## src/rtl/mem_interface_pkg.sv

```systemverilog
// Shared widths and controller state encoding for the MAR/MDR memory front end.
package mem_interface_pkg;

  localparam int unsigned MEM_DEPTH = 512;
  localparam int unsigned ADDR_W    = $clog2(MEM_DEPTH);
  localparam int unsigned DATA_W    = 32;

  typedef enum logic [1:0] {
    IDLE = 2'd0,
    RD   = 2'd1,
    WR   = 2'd2,
    DONE = 2'd3
  } state_e;

endpackage

```

## src/rtl/mem_interface_mdr_reg.sv

```systemverilog
// Memory data register: loads from the CPU bus or from memory read data.
module mem_interface_mdr_reg
  import mem_interface_pkg::*;
(
  input  logic              clk,
  input  logic              clear,
  input  logic [DATA_W-1:0] bus_in,
  input  logic [DATA_W-1:0] mem_rdata,
  input  logic              load_bus,
  input  logic              load_mem,
  output logic [DATA_W-1:0] q
);

  // The two loads never overlap (bus in IDLE, memory in RD); bus wins if they ever do.
  always_ff @(posedge clk or negedge clear) begin
    if (!clear) begin
      q <= '0;
    end else if (load_bus) begin
      q <= bus_in;
    end else if (load_mem) begin
      q <= mem_rdata;
    end
  end

endmodule

```

## src/rtl/mem_interface.sv

```systemverilog
// MAR/MDR front end sequencing single-word read/write transactions with a req/done handshake.
module mem_interface
  import mem_interface_pkg::*;
(
  input  logic              clk,
  input  logic              clear,
  input  logic [DATA_W-1:0] bus_in,
  input  logic              MAR_in,
  input  logic              MDR_in,
  input  logic              mem_req,
  input  logic              mem_we,
  input  logic [DATA_W-1:0] mem_rdata,
  output logic [ADDR_W-1:0] mem_addr,
  output logic [DATA_W-1:0] mem_wdata,
  output logic              mem_write,
  output logic [DATA_W-1:0] MDR_out,
  output logic              busy,
  output logic              mem_done,
  output logic              addr_err
);

  state_e            state;
  logic [ADDR_W-1:0] mar;
  logic [DATA_W-1:0] mdr;
  logic              idle_c;
  logic              mar_load_c;
  logic              mdr_load_c;
  logic              rd_load_c;

  assign idle_c     = (state == IDLE);
  assign mar_load_c = idle_c && MAR_in;
  assign mdr_load_c = idle_c && MDR_in;
  assign rd_load_c  = (state == RD);

  // MAR: honoured only in IDLE; upper bus bits are dropped but flagged.
  always_ff @(posedge clk or negedge clear) begin
    if (!clear) begin
      mar      <= '0;
      addr_err <= 1'b0;
    end else if (mar_load_c) begin
      mar <= bus_in[ADDR_W-1:0];
      if (|bus_in[DATA_W-1:ADDR_W]) begin
        addr_err <= 1'b1;
      end
    end
  end

  // Controller: strobes are registered alongside the state so they track it exactly.
  always_ff @(posedge clk or negedge clear) begin
    if (!clear) begin
      state     <= IDLE;
      mem_write <= 1'b0;
      mem_done  <= 1'b0;
      busy      <= 1'b0;
    end else begin
      case (state)
        IDLE: begin
          if (mem_req) begin
            busy <= 1'b1;
            if (mem_we) begin
              state     <= WR;
              mem_write <= 1'b1;
            end else begin
              state <= RD;
            end
          end
        end
        RD: begin
          state    <= DONE;
          mem_done <= 1'b1;
        end
        WR: begin
          state     <= DONE;
          mem_write <= 1'b0;
          mem_done  <= 1'b1;
        end
        DONE: begin
          state    <= IDLE;
          mem_done <= 1'b0;
          busy     <= 1'b0;
        end
        default: begin
          state     <= IDLE;
          mem_write <= 1'b0;
          mem_done  <= 1'b0;
          busy      <= 1'b0;
        end
      endcase
    end
  end

  mem_interface_mdr_reg u_mdr (
    .clk       (clk),
    .clear     (clear),
    .bus_in    (bus_in),
    .mem_rdata (mem_rdata),
    .load_bus  (mdr_load_c),
    .load_mem  (rd_load_c),
    .q         (mdr)
  );

  assign mem_addr  = mar;
  assign mem_wdata = mdr;
  assign MDR_out   = mdr;

endmodule

```

## config.mk

```make
export PLATFORM = sky130hd
export DESIGN_NAME = mem_interface
export DESIGN_NICKNAME = d
export VERILOG_FILES = /design/src/rtl/mem_interface_pkg.sv /design/src/rtl/mem_interface_mdr_reg.sv /design/src/rtl/mem_interface.sv
export SDC_FILE = /design/constraint.sdc
export NUM_CORES = 1
export LEC_CHECK = 0
export CORE_AREA = 2 2 98 71
export CTS_CLUSTER_DIAMETER = 150
export DETAILED_ROUTE_END_ITERATION = 8
export DIE_AREA = 0 0 100 73
export PLACE_DENSITY = 0.92
export SYNTH_ARGS = -nofsm -noshare
export SYNTH_HDL_FRONTEND = slang
export SYNTH_SLANG_ARGS = --single-unit
```

## constraint.sdc

```tcl
create_clock -name clk -period 3.3 [get_ports clk]
set_clock_uncertainty 0.15 [all_clocks]
set_input_delay 0.495 -clock clk [delete_from_list [all_inputs] [get_ports clk]]
set_output_delay 0.495 -clock clk [all_outputs]
set_load 0.02 [all_outputs]
```

* After elaboration in Yosys (flattened, before gate mapping) *
Index checks and enable logic that the tools add are counted.

storage, ports and cells
  register bits = 47
  input port bits = 70
  logic and storage cells = 35
  output and inout bits = 77

cells by class
  mux-type cells = 11
  equality and inequality tests = 5
  reductions and logical operators = 12

operators by type and width
  kind                                                 number
  2-to-1 mux 32 bit                                    2
  OR reduction 23 bit                                  1
  nonzero test 2 bit                                   4
  case mux 1 bit (2 select lines)                      3
  case mux 2 bit (3 select lines)                      1
  equality test 2 bit, second input constant           2
  2-to-1 mux 2 bit                                     2
  != test 2 bit, second input constant                 2
  AND reduction 2 bit                                  2
  2-to-1 mux 1 bit                                     3
  AND reduction 3 bit                                  1
  equality test 2 x 1 -> 1 bit, second input constant  1
  logical AND 1 bit                                    2
  zero test 2 bit                                      1
  OR reduction 2 bit                                   1

* Longest topological paths before layout *
  depth in word-level cells = 3
  depth in mapped cells = 8
  gate-level depth less buffers = 5

* By module *
A second synthesis with hierarchy kept.

second synthesis, totals
  cell total of the unflattened synthesis = 227
  area total of the unflattened synthesis = 2443.6 um^2

modules (own cells, without submodules)
  module                 times used  sequential area each (um^2)  area an instance (um^2)  cells each
  mem_interface_mdr_reg  1           800.8                        1515.2                   139
  mem_interface          1           375.4                        928.4                    88

* Least setup slack after synthesis *
Ideal clock, no wire load.

  path kind = register to register
  start point = register state[0]
  end point = register u_mdr.q[4]
  library setup time = 0.119 ns
  clock period less this slack = 1.543 ns
  buffers on the path = 3
  path slack = 1.757 ns
  arrival = 1.274 ns
  stages on the path, launching flop included = 9
  required time = 3.031 ns
  cell sequence = dfrtp_1 -> inv_1 -> ha_1 -> buf_6 -> and2_4 -> buf_12 -> buf_12 -> nand2_1 -> o21ai_2

between the ends
  cells in the longest elaborated chain, start to end = 3
  elaborated cells on any way between the ends = 5
  classes of those cells = eq/ne (1); mux (1); reduce/logical (3)

RTL lines
  element                                                         line                         RTL
  from (decl)                                                     mem_interface.sv:22          state_e state;
  from (signal assigned)                                          mem_interface.sv:51          state <= IDLE;
  from (signal assigned)                                          mem_interface.sv:61          state <= WR;
  from (signal assigned)                                          mem_interface.sv:64          state <= RD;
  zero test 2 bit                                                 mem_interface.sv:30          assign idle_c = (state == IDLE);
  logical AND 1 bit                                               mem_interface.sv:32          assign mdr_load_c = idle_c && MDR_in;
  2-to-1 mux 32 bit / nonzero test 2 bit (equally long branches)  --
  to (signal assigned)                                            mem_interface_mdr_reg.sv:19  q <= bus_in;
  to (signal assigned)                                            mem_interface_mdr_reg.sv:21  q <= mem_rdata;
  to (decl)                                                       mem_interface_mdr_reg.sv:11  output logic [DATA_W-1:0] q

Several ways; a longest one is shown, not always the timed one.
A chain may end at the register's enable or synchronous reset.

* Worst setup path after layout *
  start point = register state[1]
  end point = register u_mdr.q[0]

The elaborated chain is that of the path after synthesis.

==> flow_summary.json <==
{
  "worst_pin_slew_ns": 1.05,
  "htreeDepth": 2,
  "final_common_cell": "clkdlybuf4s50_1",
  "grt_use_total": 0.182,
  "multi_input_area_sq_mm": 0.00102,
  "place_hpwl_mm": 5.18,
  "cts_tree": "done",
  "reg2reg_slack_ns": 1.15,
  "post-cts-setup-buffers": 0,
  "fillers": 563,
  "seq_power_share": 0.268,
  "synth.distinct_cells": 22,
  "outcome": "finished, final reports clean",
  "grt.overflow.total": 0,
  "r2r_end": "u_mdr.q[0]$_DFFE_PN0P_",
  "core_sq_mm": 0.00651,
  "cp_max_fo": 64,
  "post_cts_resized": 0,
  "fin_nets": 411,
  "insertedDiodeCount": 0,
  "clock.fmax_mhz": 465,
  "postSynth.asyncResetShare": 1.00,
  "highest_layer": "met4",
  "r2r_start": "state[1]$_DFFE_PN0P_",
  "crit_end": "u_mdr.q[0]$_DFFE_PN0P_",
  "place.gp.congestion": 0.718,
  "synth_ff_type": "dfrtp_1",
  "vdd_drop_max_uv": 591,
  "numCtsBuffers": 5,
  "post_drt_wl_per_cell_um": 16.0,
  "setup_violations": 0,
  "crit_type": "reg2reg",
  "min_period_ns": 2.15,
  "clkSinkCount": 47,
  "min_path_type": "in2async",
  "p_switching_mw": 1.70,
  "pwr-share-comb": 0.624,
  "antenna_found_initial": 0,
  "pwr-share-clk": 0.108,
  "drt_iter0_drc": 59,
  "drv_cap": 0,
  "die-area_sq_mm": 0.00730,
  "synth_fp_nets": 301,
  "reg2reg_depth": 5,
  "place_inst": 411,
  "crit_path_max_incr_delay_ns": 0.74,
  "path_cells": "inv_1, ha_1, and2_4, nand2_1, o21ai_2",
  "end_kind": "flip-flop",
  "dr.pass1.iters": 4,
  "cp-startpoint": "state[1]$_DFFE_PN0P_",
  "synth_area_sq_mm": 0.00260,
  "grt_pass1_vias": 2061,
  "cts_hold_buf": 0,
  "drcViolationCount": 0,
  "hold_violations": 0,
  "crit_required_ns": 3.37,
  "floorplan.rows": 25,
  "clk_path_buf_depth": 2,
  "crit_family": "simple AND/OR/NAND/NOR gates",
  "synth_cells": 227,
  "crit_path_top_delay_cell": "and2_4",
  "leakage_nw": 1.56,
  "wl_met3_um": 539,
  "ant_nets": 0,
  "wl_met1_mm": 2.89,
  "cellPowerDensity_mw_per_mm2": 1050,
  "grt_pass1_wl_mm": 10.3,
  "startpoint_type": "flip-flop",
  "fin_hold_ws_ns": 0.230,
  "p_int_mw": 2.38,
  "io_buffers": 146,
  "grt_max_degree": 65,
  "ys_warn_count": 0,
  "fin_crit_sh": 0.652,
  "seqCellArea_sq_mm": 0.00118,
  "syn2layout_area_growth_pct": 49.4,
  "rsz0062_at_grt": "false",
  "finalWirelength_mm": 6.70,
  "final_cells": 419,
  "switching_share": 0.416,
  "ys_seq_area_frac": 0.452,
  "cts.clk_slew.worst_paths_ns": 0.09,
  "relSlewSlack": 0.299,
  "finalMaxSlewViolations": 0,
  "viasPerCell": 4.80,
  "clock_latency_ns": 0.29,
  "cp.buffers_inverters": 1,
  "avgSynthCellArea_sq_um": 11.5,
  "crit_cells": 5,
  "num_io_pins": 147,
  "crit_arrival_ns": 2.22,
  "die_y_um": 73,
  "die_w_um": 100,
  "layout_common_cells": "clkdlybuf4s50_1 (145), dfrtp_1 (47), mux2i_1 (34), nand2_1 (34), o21ai_2 (30)",
  "start_util": 0.400,
  "synth_edf_count": 0,
  "drive_above_1_share": 0.154,
  "cts_root_buf": "clkbuf_8",
  "vias": 2011,
  "route.met2.wl_mm": 3.25,
  "finalSetupTns_ns": 0,
  "ys_ff_latch": 47
}
## per-stage QoR
step | util | worst slack (ns) | total power, mW | area [sq um]
2_1_floorplan | - | 1.76 | 2.82 | 2600
3_3_place_gp | 0.580 | 1.15 | 3.59 | 3770
3_5_place_dp | 0.580 | 1.11 | 3.67 | 3770
4_1_cts | 0.598 | 1.13 | 4.12 | 3890
5_1_grt | 0.598 | 0.941 | 4.32 | 3890
6_report | 0.598 | 1.15 | 4.07 | 3890
## layout make-up
class,instances,share of cell area
flip-flops and latches,47,0.302
inverters,4,0.00386
repair buffers,147,0.376
clock inverters,2,0.00901
clock buffers,6,0.0212
multi-input cells,132,0.261
well taps,81,0.0261
## flip-flops by register name, indices dropped and copies added (netlist names)
signal,cells
mem_done,1
u_mdr.q,32
addr_err,1
state,2
mem_write,1
mem_addr,9
busy,1
## cells in the mapped netlist (2+ instances only)
library cell	number	area [sq um]
buf_12	4	80.1
nand2_1	34	128
inv_1	4	15.0
mux2_2	9	101
mux2i_1	34	340
o21ai_2	30	263
ha_1	4	50.1
clkbuf_4	2	15.0
o21ai_0	4	20.0
buf_4	34	255
o2bb2ai_1	2	17.5
a31oi_1	2	12.5
dfrtp_1	47	1180
buf_6	3	33.8
nor4_1	6	37.5
a21oi_1	2	10.0
## per-layer routing
metal / global-route usage / vias to the layer above
met2: 0.312 / 91
met4: 0.0228 / 0
met5: 0 / -
li1: - / 973
met1: 0.237 / 945
met3: 0.0546 / 2
## power groups by stage
stage,sequential (mW),clock [mW],combinational (mW)
2_1_floorplan,1.40,0,1.42
3_3_place_gp,1.08,0,2.51
3_5_place_dp,1.10,0,2.57
4_1_cts,1.09,0.454,2.57
5_1_grt,1.13,0.482,2.70
6_report,1.09,0.441,2.54
## logic make-up after synthesis
family | Yosys count | share of synthesized area
buffers and inverters | 48 | 0.159
AO/OA/AOI/OAI | 40 | 0.124
multiplexers | 43 | 0.170
flip-flops | 47 | 0.452
AND/OR/NAND/NOR | 45 | 0.0764
adder cells (fa/ha/maj) | 4 | 0.0192
## worst min path at each step
stage | start | endpoint | slack (ns) | cells past startpoint
floorplan | clear | addr_err$_DFFE_PN0P_ | 0.05 | 0
global placement | mem_done$_DFFE_PN0N_ | mem_done$_DFFE_PN0N_ | 0.33 | 2
detailed placement | mem_addr[2]$_DFFE_PN0P_ | mem_addr[2]$_DFFE_PN0P_ | 0.34 | 1
CTS | clear | u_mdr.q[23]$_DFFE_PN0P_ | 0.27 | 1
global route | clear | u_mdr.q[23]$_DFFE_PN0P_ | 0.31 | 1
finish | clear | u_mdr.q[23]$_DFFE_PN0P_ | 0.23 | 1
No activity file was read; power rests on OpenSTA's default activity.
